===== src/rtl/cselsub_pkg.sv =====
// Shared definitions for the carry-select subtractor pipeline.
// Saturating output is enabled at build time with CSELSUB_SAT_EN.
package cselsub_pkg;

  localparam int SLICE_DEF = 16;

  // Result of one slice subtraction: borrow-out plus the slice difference.
  typedef struct packed {
    logic                 bout;
    logic [SLICE_DEF-1:0] d;
  } slice_res_t;

  localparam logic [2*SLICE_DEF-1:0] SAT_POS = {1'b0, {(2*SLICE_DEF-1){1'b1}}};
  localparam logic [2*SLICE_DEF-1:0] SAT_NEG = {1'b1, {(2*SLICE_DEF-1){1'b0}}};

endpackage


===== src/rtl/sub_slice.sv =====
// SLICE-bit unsigned subtractor with borrow-in and borrow-out.
// The borrow-out is the top bit of the (SLICE+1)-bit difference.
module sub_slice #(
  parameter int SLICE = 16
) (
  input  logic [SLICE-1:0] a,
  input  logic [SLICE-1:0] b,
  input  logic             bin,
  output logic [SLICE-1:0] d,
  output logic             bout
);

  logic [SLICE:0] w_res;

  assign w_res = {1'b0, a} - {1'b0, b} - {{SLICE{1'b0}}, bin};
  assign d     = w_res[SLICE-1:0];
  assign bout  = w_res[SLICE];

endmodule


===== src/rtl/cselsub_pipe.sv =====
// Two-stage carry-select subtractor (diff = a - b) behind valid/ready handshakes.
// Define CSELSUB_SAT_EN to saturate diff on signed overflow.
module cselsub_pipe
  import cselsub_pkg::*;
#(
  parameter int SLICE = SLICE_DEF
) (
  input  logic               clk,
  input  logic               resetn,
  input  logic               in_valid,
  output logic               in_ready,
  input  logic [2*SLICE-1:0] a,
  input  logic [2*SLICE-1:0] b,
  output logic               out_valid,
  input  logic               out_ready,
  output logic [2*SLICE-1:0] diff,
  output logic               borrow,
  output logic               overflow
);

  localparam int WIDTH = 2 * SLICE;

  logic               w_lo_b;
  logic [SLICE-1:0]   w_lo_d;
  logic [1:0]         w_hi_b;
  logic [1:0][SLICE-1:0] w_hi_d;

  logic               r_s1_valid;
  logic [SLICE-1:0]   r_lo;
  logic               r_bl;
  logic [SLICE-1:0]   r_hi0;
  logic [SLICE-1:0]   r_hi1;
  logic               r_bh0;
  logic               r_bh1;
  logic               r_sa;
  logic               r_sb;

  logic               r_out_valid;
  logic [WIDTH-1:0]   r_diff;
  logic               r_borrow;
  logic               r_overflow;

  logic               w_s2_adv;
  logic               w_accept;
  logic [SLICE-1:0]   w_sel_hi;
  logic               w_sel_b;
  logic               w_ovf;
  logic [WIDTH-1:0]   w_wrap;
  logic [WIDTH-1:0]   w_diff_next;

  sub_slice #(.SLICE(SLICE)) u_lo (
    .a    (a[SLICE-1:0]),
    .b    (b[SLICE-1:0]),
    .bin  (1'b0),
    .d    (w_lo_d),
    .bout (w_lo_b)
  );

  // Index 0 assumes no borrow from the low slice, index 1 assumes one.
  for (genvar gi = 0; gi < 2; gi++) begin : g_hi
    sub_slice #(.SLICE(SLICE)) u_hi (
      .a    (a[WIDTH-1:SLICE]),
      .b    (b[WIDTH-1:SLICE]),
      .bin  (gi == 1),
      .d    (w_hi_d[gi]),
      .bout (w_hi_b[gi])
    );
  end

  assign w_s2_adv = !r_out_valid || out_ready;
  assign in_ready = !r_s1_valid || w_s2_adv;
  assign w_accept = in_valid && in_ready;

  always_ff @(posedge clk or negedge resetn) begin
    if (!resetn) begin
      r_s1_valid <= 1'b0;
      r_lo       <= '0;
      r_bl       <= 1'b0;
      r_hi0      <= '0;
      r_hi1      <= '0;
      r_bh0      <= 1'b0;
      r_bh1      <= 1'b0;
      r_sa       <= 1'b0;
      r_sb       <= 1'b0;
    end else if (w_accept) begin
      r_s1_valid <= 1'b1;
      r_lo       <= w_lo_d;
      r_bl       <= w_lo_b;
      r_hi0      <= w_hi_d[0];
      r_hi1      <= w_hi_d[1];
      r_bh0      <= w_hi_b[0];
      r_bh1      <= w_hi_b[1];
      r_sa       <= a[WIDTH-1];
      r_sb       <= b[WIDTH-1];
    end else if (w_s2_adv) begin
      r_s1_valid <= 1'b0;
    end
  end

  assign w_sel_hi = r_bl ? r_hi1 : r_hi0;
  assign w_sel_b  = r_bl ? r_bh1 : r_bh0;
  assign w_wrap   = {w_sel_hi, r_lo};
  assign w_ovf    = (r_sa != r_sb) && (w_sel_hi[SLICE-1] != r_sa);

`ifdef CSELSUB_SAT_EN
  // A negative minuend can only overflow downward, a non-negative one upward.
  assign w_diff_next = !w_ovf ? w_wrap
                     : (r_sa ? {1'b1, {(WIDTH-1){1'b0}}} : {1'b0, {(WIDTH-1){1'b1}}});
`else
  assign w_diff_next = w_wrap;
`endif

  always_ff @(posedge clk or negedge resetn) begin
    if (!resetn) begin
      r_out_valid <= 1'b0;
      r_diff      <= '0;
      r_borrow    <= 1'b0;
      r_overflow  <= 1'b0;
    end else if (w_s2_adv) begin
      r_out_valid <= r_s1_valid;
      if (r_s1_valid) begin
        r_diff     <= w_diff_next;
        r_borrow   <= w_sel_b;
        r_overflow <= w_ovf;
      end
    end
  end

  assign out_valid = r_out_valid;
  assign diff      = r_diff;
  assign borrow    = r_borrow;
  assign overflow  = r_overflow;

endmodule


===== config.mk =====
export PLATFORM = sky130hd
export DESIGN_NAME = cselsub_pipe
export DESIGN_NICKNAME = d
export VERILOG_FILES = /design/src/rtl/cselsub_pkg.sv /design/src/rtl/sub_slice.sv /design/src/rtl/cselsub_pipe.sv
export SDC_FILE = /design/constraint.sdc
export NUM_CORES = 1
export LEC_CHECK = 0
export CAP_MARGIN = 20
export CORE_MARGIN = 2
export CORE_UTILIZATION = 57
export CTS_BUF_LIST = sky130_fd_sc_hd__clkbuf_4 sky130_fd_sc_hd__clkbuf_8
export DETAILED_ROUTE_END_ITERATION = 8
export PLACE_DENSITY = 0.85
export SKIP_LAST_GASP = 1
export SYNTH_ARGS = -nofsm -noshare
export SYNTH_HDL_FRONTEND = slang
export SYNTH_SLANG_ARGS = --single-unit

===== constraint.sdc =====
create_clock -name clk -period 3.9 [get_ports clk]
set_input_delay 0.78 -clock clk [delete_from_list [all_inputs] [get_ports clk]]
set_output_delay 0.78 -clock clk [all_outputs]
set_load 0.05 [all_outputs]

==> flow_metrics.py, run 1 <==
metrics = {
    "status": {
        "status": "finished clean",
    },
    "global_route": {
        "antenna_found_initial": 0,
        "grt.busiest_layer": "met2",
        "grt_pass1_vias": 4430,
        "overflow": 0,
        "gr-usage-met3": 0.0472,
        "use_met1": 0.328,
        "grt_usage": 0.248,
        "grt_max_degree": 79,
        "grtUsageMet2": 0.416,
        "grt_pass1_wl_um": 20300,
    },
    "place": {
        "routabilityCongestion": 0.902,
        "portBuffers": 103,
        "place_area_um2": 6560,
        "dp_hpwl_um": 9140,
    },
    "route": {
        "routed_via_density": 5.76,
        "avgRoutedWirePerCell_um": 15.5,
        "vias": 4522,
        "drtIter0Drc": 315,
        "routed_wl_um": 12100,
        "firstDrtPassIters": 5,
        "route.detailed.drc": 0,
        "ant_nets": 0,
    },
    "floorplanning": {
        "fp.dieW_um": 101,
        "initial_core_util": 0.584,
        "coreArea_um2": 9200,
        "ios": 104,
        "die_height_um": 101,
        "rows": 35,
        "fp.dieArea_um2": 10200,
    },
    "flow_run": {
        "cap_violations": 0,
    },
    "synth": {
        "async_flop_share": 1.00,
        "synth_mux_area_frac": 0.0818,
        "synth_edf_count": 0,
        "synth-xor-area-share": 0.0471,
        "synthTopCellsByArea": "dfrtp_1 41%, ha_1 7.7%, o21ai_0 5.8%, nand2_1 5.4%, mux2_2 4.8%",
        "synth_nets": 667,
        "synth.top_cell.area_share": 0.415,
        "syn_area_um2": 5370,
        "ys.warnings.count": 0,
        "synthTopCellsByCount": "89 x dfrtp_1, 77 x nand2_1, 62 x o21ai_0",
        "yosys.area_share.simple": 0.150,
        "yosys.cell_count.top_type": "dfrtp_1",
        "seq_area_frac_synth": 0.415,
        "synth_top_family_by_area": "compound AO/OA/AOI/OAI gates",
        "synth-adder-area-share": 0.0844,
        "syn_avg_cell_area_um2": 9.52,
        "ys_types": 61,
        "ys_ff_latch": 89,
        "synth_top_cell_by_area": "dfrtp_1",
        "netlist_instances": 564,
        "synth_compound_gate_area_share": 0.178,
        "synth_flop_cell": "dfrtp_1",
    },
    "cells_and_area": {
        "n_fill_cell": 648,
        "final_cell_area_um2": 6790,
        "fin_nets": 773,
        "diodes": 0,
        "drive_above_1_share": 0.102,
        "synthToLayoutAreaGrowth_pct": 26.5,
    },
    "timing": {
        "slew_viol_final": 0,
        "tightest_slew_ps": 1020,
        "skew_ps": 13.2,
        "setup-violations-final": 0,
        "rsz0062_at_grt": "no",
        "layout_worst_path_cycle_share": 0.906,
        "hold_viol": 0,
        "fmax_ghz": 0.283,
        "slew_headroom": 0.322,
        "period_needed_ps": 3540,
        "setup_tns_ps": 0,
    },
    "setup_path": {
        "start_kind": "primary input",
        "max_stage_delay_ps": 470,
        "critPathRequiredTime_ps": 4140,
        "endpoint_kind": "flip-flop",
        "critPathArrivalTime_ps": 3770,
        "crit_fanout": 4,
        "critPathKind": "primary input to flip-flop",
        "crit_buf_inv": 2,
        "path_cells": "clkdlybuf4s50_1 > inv_1 > ha_1 > fa_1 > nor2b_4 > o31ai_1 > a211oi_2 > o21a_1 > o221ai_2 > nor4_4 > nand4_1 > xnor2_1 > o21ai_1",
        "crit_family": "compound AO/OA/AOI/OAI gates",
        "slowest_stage": "clkdlybuf4s50_1",
    },
    "clocking": {
        "cts_buffers": 9,
        "cts_num_sinks": 89,
        "cts_tree": "done",
        "clock_path_buffers": 2,
        "clk_pin_slew_worst_paths_ps": 80,
        "cts_resized": 0,
        "h-tree-depth": 3,
        "clock_latency_ps": 360,
        "post_cts_buffers": 0,
        "root_buffer": "clkbuf_8",
        "postCtsHoldBufs": 0,
    },
    "power_and_ir_drop": {
        "powerDensity_nw_per_um2": 509,
        "total_power_mw": 3.46,
        "p_leak_nw": 3.07,
        "ir_drop_mv": 0.220,
    },
    "hold_path": {
        "hold_class": "flip-flop to flip-flop",
    },
}
==> cells in the final DEF, fill, tap and decap left out, drive strengths merged, types with 3 or more instances in the layout <==
cell / n
clkdlybuf4s50: 102
dfrtp: 89
nand2: 77
o21ai: 70
inv: 46
ha: 33
nor2: 29
mux2: 23
xnor2: 20
mux2i: 18
a21oi: 16
nor3: 12
o31ai: 12
clkbuf: 11
buf: 11
o21a: 9
xor2: 8
and2: 7
a211oi: 7
and3: 6
nand2b: 5
nand3: 5
nor2b: 5
nor4: 5
a21o: 4
o21bai: 3
nand4: 3
a21boi: 3
a2111oi: 3
==> layer usage <==
| metal | share of wire | vias to the layer above |
|---|---|---|
| met5 | 0 | - |
| met3 | 0.048 | 18 |
| met1 | 0.43 | 2176 |
| li1 | - | 2179 |
| met2 | 0.50 | 149 |
| met4 | 0.016 | 0 |
==> sequential cells by signal, indices dropped and copies added (netlist names) <==
register / count
diff: 32
r_hi0: 16
r_hi1: 16
r_lo: 16
borrow: 1
out_valid: 1
overflow: 1
r_bh0: 1
r_bh1: 1
r_bl: 1
r_s1_valid: 1
r_sa: 1
r_sb: 1
==> stage by stage <==
step	setup WS (ps)	utilization	cells	hold WS (ps)
2_1_floorplan	717	-	564	445
3_3_place_gp	130	0.713	770	460
3_5_place_dp	19.4	0.713	770	469
4_1_cts	376	0.738	785	487
5_1_grt	178	0.738	785	506
6_report	365	0.738	785	483
==> final cells by class <==
type,count,area [µm²],area share
Clock buffer,11,151,0.0223
Clock inverter,4,76.3,0.0112
Inverter,46,173,0.0254
Multi-Input combinational cell,411,2910,0.428
Sequential cell,89,2230,0.328
Tap cell,111,139,0.0205
Timing Repair Buffer,113,1120,0.164
==> kinds of logic after synthesis <==
group | after synthesis
buf+inv | 64
mux | 41
xor+xnor | 28
fa+ha+maj | 35
simple gates | 164
flops | 89
compound gates | 143
==> worst reg2reg max path, cell delays in order (launching register included) <==
cell and delay (ps):
dfrtp_1 1020, mux2i_1 380, nand2_1 110, nor2_1 100, a21oi_1 60, o21ai_0 170
==> worst paths after layout <==
path / from / to / slack [ps] / depth (start not counted)
min in group asynchronous: resetn / diff[20] / 580 / 1
max reg2reg: r_bl / overflow / 1980 / 5
min reg2reg: diff[16] / diff[16] / 480 / 2
max in group asynchronous: resetn / diff[7] / 2570 / 2
max: a[16] / r_bh1 / 360 / 13
min: diff[16] / diff[16] / 480 / 2
==> report_power, final <==
part,switching (mW),internal [mW]
combinational,0.870,0.568
sequential,0.149,1.16
clock,0.318,0.393
No activity file was read; power rests on OpenSTA's default activity.
==> inputs of run 2 (changes only) <==
CORE_UTILIZATION = 54   (was 57)
PLACE_DENSITY = 0.83   (was 0.85)
SLEW_MARGIN = 15   (was not set)
clock period = 3.8 ns   (was 3.9 ns; I/O delays follow)
==> flow_metrics.py, run 2 (same netlist as run 1, synthesis figures left out) <==
metrics = {
    "place": {
        "dp_hpwl_um": 8850,
        "routabilityCongestion": 0.851,
        "portBuffers": 103,
    },
    "global_route": {
        "grt_usage": 0.225,
        "overflow": 0,
        "grt_pass1_wl_um": 20100,
        "antenna_found_initial": 0,
        "grt_pass1_vias": 4393,
        "grt_max_degree": 90,
    },
    "timing": {
        "skew_ps": 9.28,
        "setup-violations-final": 0,
        "slew_headroom": 0.337,
        "period_needed_ps": 3460,
        "slew_viol_final": 0,
        "fmax_ghz": 0.289,
        "rsz0062_at_grt": "no",
        "tightest_slew_ps": 994,
        "hold_viol": 0,
        "layout_worst_path_cycle_share": 0.909,
    },
    "floorplanning": {
        "coreArea_um2": 9730,
        "rows": 36,
        "fp.dieW_um": 104,
        "fp.dieArea_um2": 10800,
        "die_height_um": 104,
        "initial_core_util": 0.552,
        "ios": 104,
    },
    "hold_path": {
        "hold_class": "primary input to async pin",
    },
    "clocking": {
        "post_cts_buffers": 0,
        "clk_pin_slew_worst_paths_ps": 90,
        "root_buffer": "clkbuf_8",
        "clock_latency_ps": 360,
        "clock_path_buffers": 2,
        "cts_tree": "done",
        "cts_num_sinks": 89,
        "postCtsHoldBufs": 0,
        "h-tree-depth": 3,
        "cts_buffers": 9,
        "cts_resized": 0,
    },
    "cells_and_area": {
        "fin_nets": 775,
        "diodes": 0,
        "utilization": 0.696,
        "final_common_cell": "clkdlybuf4s50_1",
        "final_cell_mix": "102 x clkdlybuf4s50_1, 89 x dfrtp_1, 75 x nand2_1",
        "n_fill_cell": 758,
        "drive_above_1_share": 0.106,
        "multi_input_area_um2": 2910,
        "largest_reg_flops": 32,
        "seqCellArea_um2": 2230,
        "synthToLayoutAreaGrowth_pct": 26.1,
    },
    "route": {
        "ant_nets": 0,
        "routed_wl_um": 11500,
        "routed_via_density": 5.55,
        "route.detailed.drc": 0,
        "firstDrtPassIters": 5,
        "avgRoutedWirePerCell_um": 14.2,
        "drtIter0Drc": 254,
        "vias": 4496,
    },
    "setup_path": {
        "max_stage_delay_ps": 510,
        "critPathRequiredTime_ps": 4040,
        "path_cells": "clkdlybuf4s50_1 > inv_1 > ha_1 > nor2b_4 > o2111a_1 > or4_4 > a221oi_4 > nand4_1 > nor2_1 > nand4b_1 > xnor2_1 > o21ai_1",
        "r2r-start": "r_bl",
        "endpoint_kind": "flip-flop",
        "crit_buf_inv": 2,
        "start_kind": "primary input",
        "critPathKind": "primary input to flip-flop",
        "r2r_setup_slack_ps": 2000,
        "crit_fanout": 4,
        "rr_endpoint": "overflow",
        "slowest_stage": "clkdlybuf4s50_1",
        "critPathArrivalTime_ps": 3690,
        "ff2ff_path_depth": 4,
        "crit_family": "simple AND/OR/NAND/NOR gates",
    },
    "power_and_ir_drop": {
        "powerDensity_nw_per_um2": 501,
        "ir_drop_mv": 0.278,
        "p_leak_nw": 3.05,
        "total_power_mw": 3.39,
    },
    "status": {
        "status": "finished clean",
    },
    "flow_run": {
        "cap_violations": 0,
    },
}
run 2: cell types whose count changed in the layout (fill, tap and decap cells not counted):
cell,before,now
buf_12,1,0
buf_4,10,12
buf_6,0,1
bufinv_16,2,0
clkbuf_8,11,9
clkinv_2,0,2
clkinv_4,1,0
clkinvlp_4,1,2
inv_6,0,2
inv_8,0,1
run 2: cell type report:
class | instances | share of cell area
Clock buffer | 9 | 0.0183
Clock inverter | 7 | 0.00794
Inverter | 46 | 0.0255
Multi-Input combinational cell | 411 | 0.429
Sequential cell | 89 | 0.329
Tap cell | 133 | 0.0246
Timing Repair Buffer | 115 | 0.166
run 2: worst max path at each step:
stage               start   endpoint  slack (ps)  cells past startpoint
CTS                 b[17]  r_hi1[15]         360                     12
detailed placement  b[17]  r_hi1[15]         -30                     12
global placement    a[16]      r_bh1          70                     13
floorplan           a[16]      r_bh1         640                     12
global route        b[17]  r_hi1[15]         140                     12
finish              b[17]  r_hi1[15]         340                     12
run 2: per-layer routing:
layer / vias up / share of wire / track usage / wire length [µm]
li1: 2189 / - / - / -
met1: 2129 / 0.46 / 0.311 / 5280
met2: 145 / 0.47 / 0.355 / 5350
met3: 33 / 0.046 / 0.0403 / 533
met4: 0 / 0.028 / 0.0907 / 321
met5: - / 0 / 0 / 0
run 2: power by group:
part	internal, mW	total (mW)	switching, mW
Combinational	0.584	1.47	0.881
Sequential	1.19	1.34	0.150
Clock	0.244	0.591	0.347
Total	2.02	3.39	1.38
run 2: through the flow:
stage / TNS, ps / instance area (µm²) / cells / hold WS (ps) / setup slack [ps]
2_1_floorplan: 0 / 5370 / 564 / 445 / 637
5_1_grt: 0 / 6770 / 810 / 513 / 140
3_3_place_gp: 0 / 6590 / 794 / 459 / 66.7
3_5_place_dp: -25.2 / 6590 / 794 / 463 / -25.2
4_1_cts: 0 / 6770 / 810 / 483 / 359
6_report: 0 / 6770 / 810 / 455 / 345
==> inputs of run 3 (changes only) <==
CORE_UTILIZATION = 50   (was 54)
PLACE_DENSITY = 0.77   (was 0.83)
RECOVER_POWER = 50   (was not set)
==> flow_metrics.py, run 3 (same netlist as run 1, synthesis figures left out) <==
metrics = {
    "status": {
        "status": "finished, violations left",
        "violations": "max-capacitance violations, max-slew violations",
    },
    "clocking": {
        "clock_path_buffers": 2,
        "cts_buffers": 9,
        "root_buffer": "clkbuf_8",
        "post_cts_buffers": 0,
        "cts_resized": 0,
        "cts_num_sinks": 89,
        "postCtsHoldBufs": 0,
        "h-tree-depth": 3,
        "cts_tree": "done",
        "clk_pin_slew_worst_paths_ps": 80,
        "clock_latency_ps": 360,
    },
    "place": {
        "routabilityCongestion": 0.888,
        "dp_hpwl_um": 8880,
        "place_area_um2": 6620,
        "portBuffers": 103,
    },
    "timing": {
        "setup-violations-final": 0,
        "period_needed_ps": 3460,
        "hold_viol": 0,
        "rsz0062_at_grt": "no",
        "layout_worst_path_cycle_share": 0.911,
        "skew_ps": 6.41,
        "setup_tns_ps": 0,
        "slew_viol_final": 86,
        "slew_headroom": -0.260,
        "fmax_ghz": 0.289,
        "tightest_slew_ps": 1890,
    },
    "cells_and_area": {
        "n_fill_cell": 863,
        "fin_nets": 776,
        "diodes": 0,
        "final_cell_area_um2": 6790,
        "synthToLayoutAreaGrowth_pct": 26.5,
        "final_cell_mix": "100 x clkdlybuf4s50_1, 89 x dfrtp_1, 77 x nand2_1",
        "largest_reg_flops": 32,
        "drive_above_1_share": 0.100,
        "final_common_cell": "clkdlybuf4s50_1",
    },
    "route": {
        "vias": 4349,
        "drtIter0Drc": 166,
        "route.detailed.drc": 0,
        "routed_via_density": 5.35,
        "firstDrtPassIters": 5,
        "avgRoutedWirePerCell_um": 14.1,
        "routed_wl_um": 11500,
        "ant_nets": 0,
    },
    "setup_path": {
        "critPathRequiredTime_ps": 4060,
        "ff2ff_path_depth": 4,
        "r2r-start": "out_valid",
        "crit_start": "a[0]",
        "critPathKind": "primary input to flip-flop",
        "start_kind": "primary input",
        "endpoint_kind": "flip-flop",
        "critPathArrivalTime_ps": 3720,
        "crit_fanout": 3,
    },
    "floorplanning": {
        "ios": 104,
        "initial_core_util": 0.518,
        "fp.dieW_um": 108,
        "die_height_um": 108,
        "fp.dieArea_um2": 11600,
        "coreArea_um2": 10400,
        "rows": 37,
    },
    "global_route": {
        "antenna_found_initial": 0,
        "grt_usage": 0.210,
        "grt_pass1_vias": 4263,
        "overflow": 0,
        "grt_pass1_wl_um": 19600,
        "grt_max_degree": 65,
    },
    "power_and_ir_drop": {
        "p_leak_nw": 3.06,
        "ir_drop_mv": 0.301,
        "powerDensity_nw_per_um2": 509,
    },
    "flow_run": {
        "cap_violations": 2,
    },
    "hold_path": {
        "hold_class": "flip-flop to flip-flop",
        "min-delay-start": "diff[23]",
        "hold_path_depth": 2,
    },
}
run 3: changes by cell type in the layout (fill, tap and decap cells not counted), sizes merged:
cell,before,now
clkbuf,9,17
buf,13,10
inv,49,46
clkdlybuf4s50,102,100
clkinv,2,0
dlygate4sd3,0,2
bufinv,0,1
clkinvlp,2,1
run 3: power breakdown:
part	total, mW	leakage, nW	switching (mW)	internal (mW)
clock network	0.661	0.103	0.310	0.351
logic	1.46	1.88	0.875	0.583
registers	1.34	1.08	0.150	1.19
total	3.46	3.06	1.33	2.12
run 3: cell type report:
class | instances | area, µm² | share of cell area
Multi-Input combinational cell | 411 | 2900 | 0.427
Sequential cell | 89 | 2230 | 0.328
Timing Repair Buffer | 116 | 1110 | 0.164
Inverter | 46 | 173 | 0.0254
Tap cell | 136 | 170 | 0.0251
Clock buffer | 13 | 166 | 0.0245
Clock inverter | 2 | 37.5 | 0.00553
run 3: final timing paths:
check	slack, ps	endpoint
setup / recovery	340	r_lo[12]
hold / removal	480	diff[23]
setup reg to reg	1400	r_sa
hold reg to reg	480	diff[23]
max in group asynchronous	880	r_hi1[11]
min in group asynchronous	910	r_hi0[4]
run 3: metal layers:
metal | share of wire | track usage
met1 | 0.47 | 0.284
met2 | 0.48 | 0.346
met3 | 0.035 | 0.0363
met4 | 0.015 | 0.0650
met5 | 0 | 0
run 3: worst max-delay path, stage by stage:
cell             delay [ps]
clkdlybuf4s50_1         460
inv_1                    40
ha_1                    220
fa_1                    410
nor2b_1                 110
o21ai_0                 110
a21boi_0                280
o21ai_0                 170
a21oi_1                 340
nor2_1                  110
o21ai_0                 330
a211oi_1                160
o31ai_1                 230
run 3: per-stage QoR:
step	std cells	utilization	setup slack, ps	total power [mW]	hold slack, ps
finish	813	0.655	339	3.46	479
global route	813	0.655	125	3.66	505
CTS	813	0.658	383	3.49	353
detailed placement	798	0.638	18.7	2.83	467
global placement	798	0.638	69.0	2.78	460
floorplan	564	-	637	2.30	445
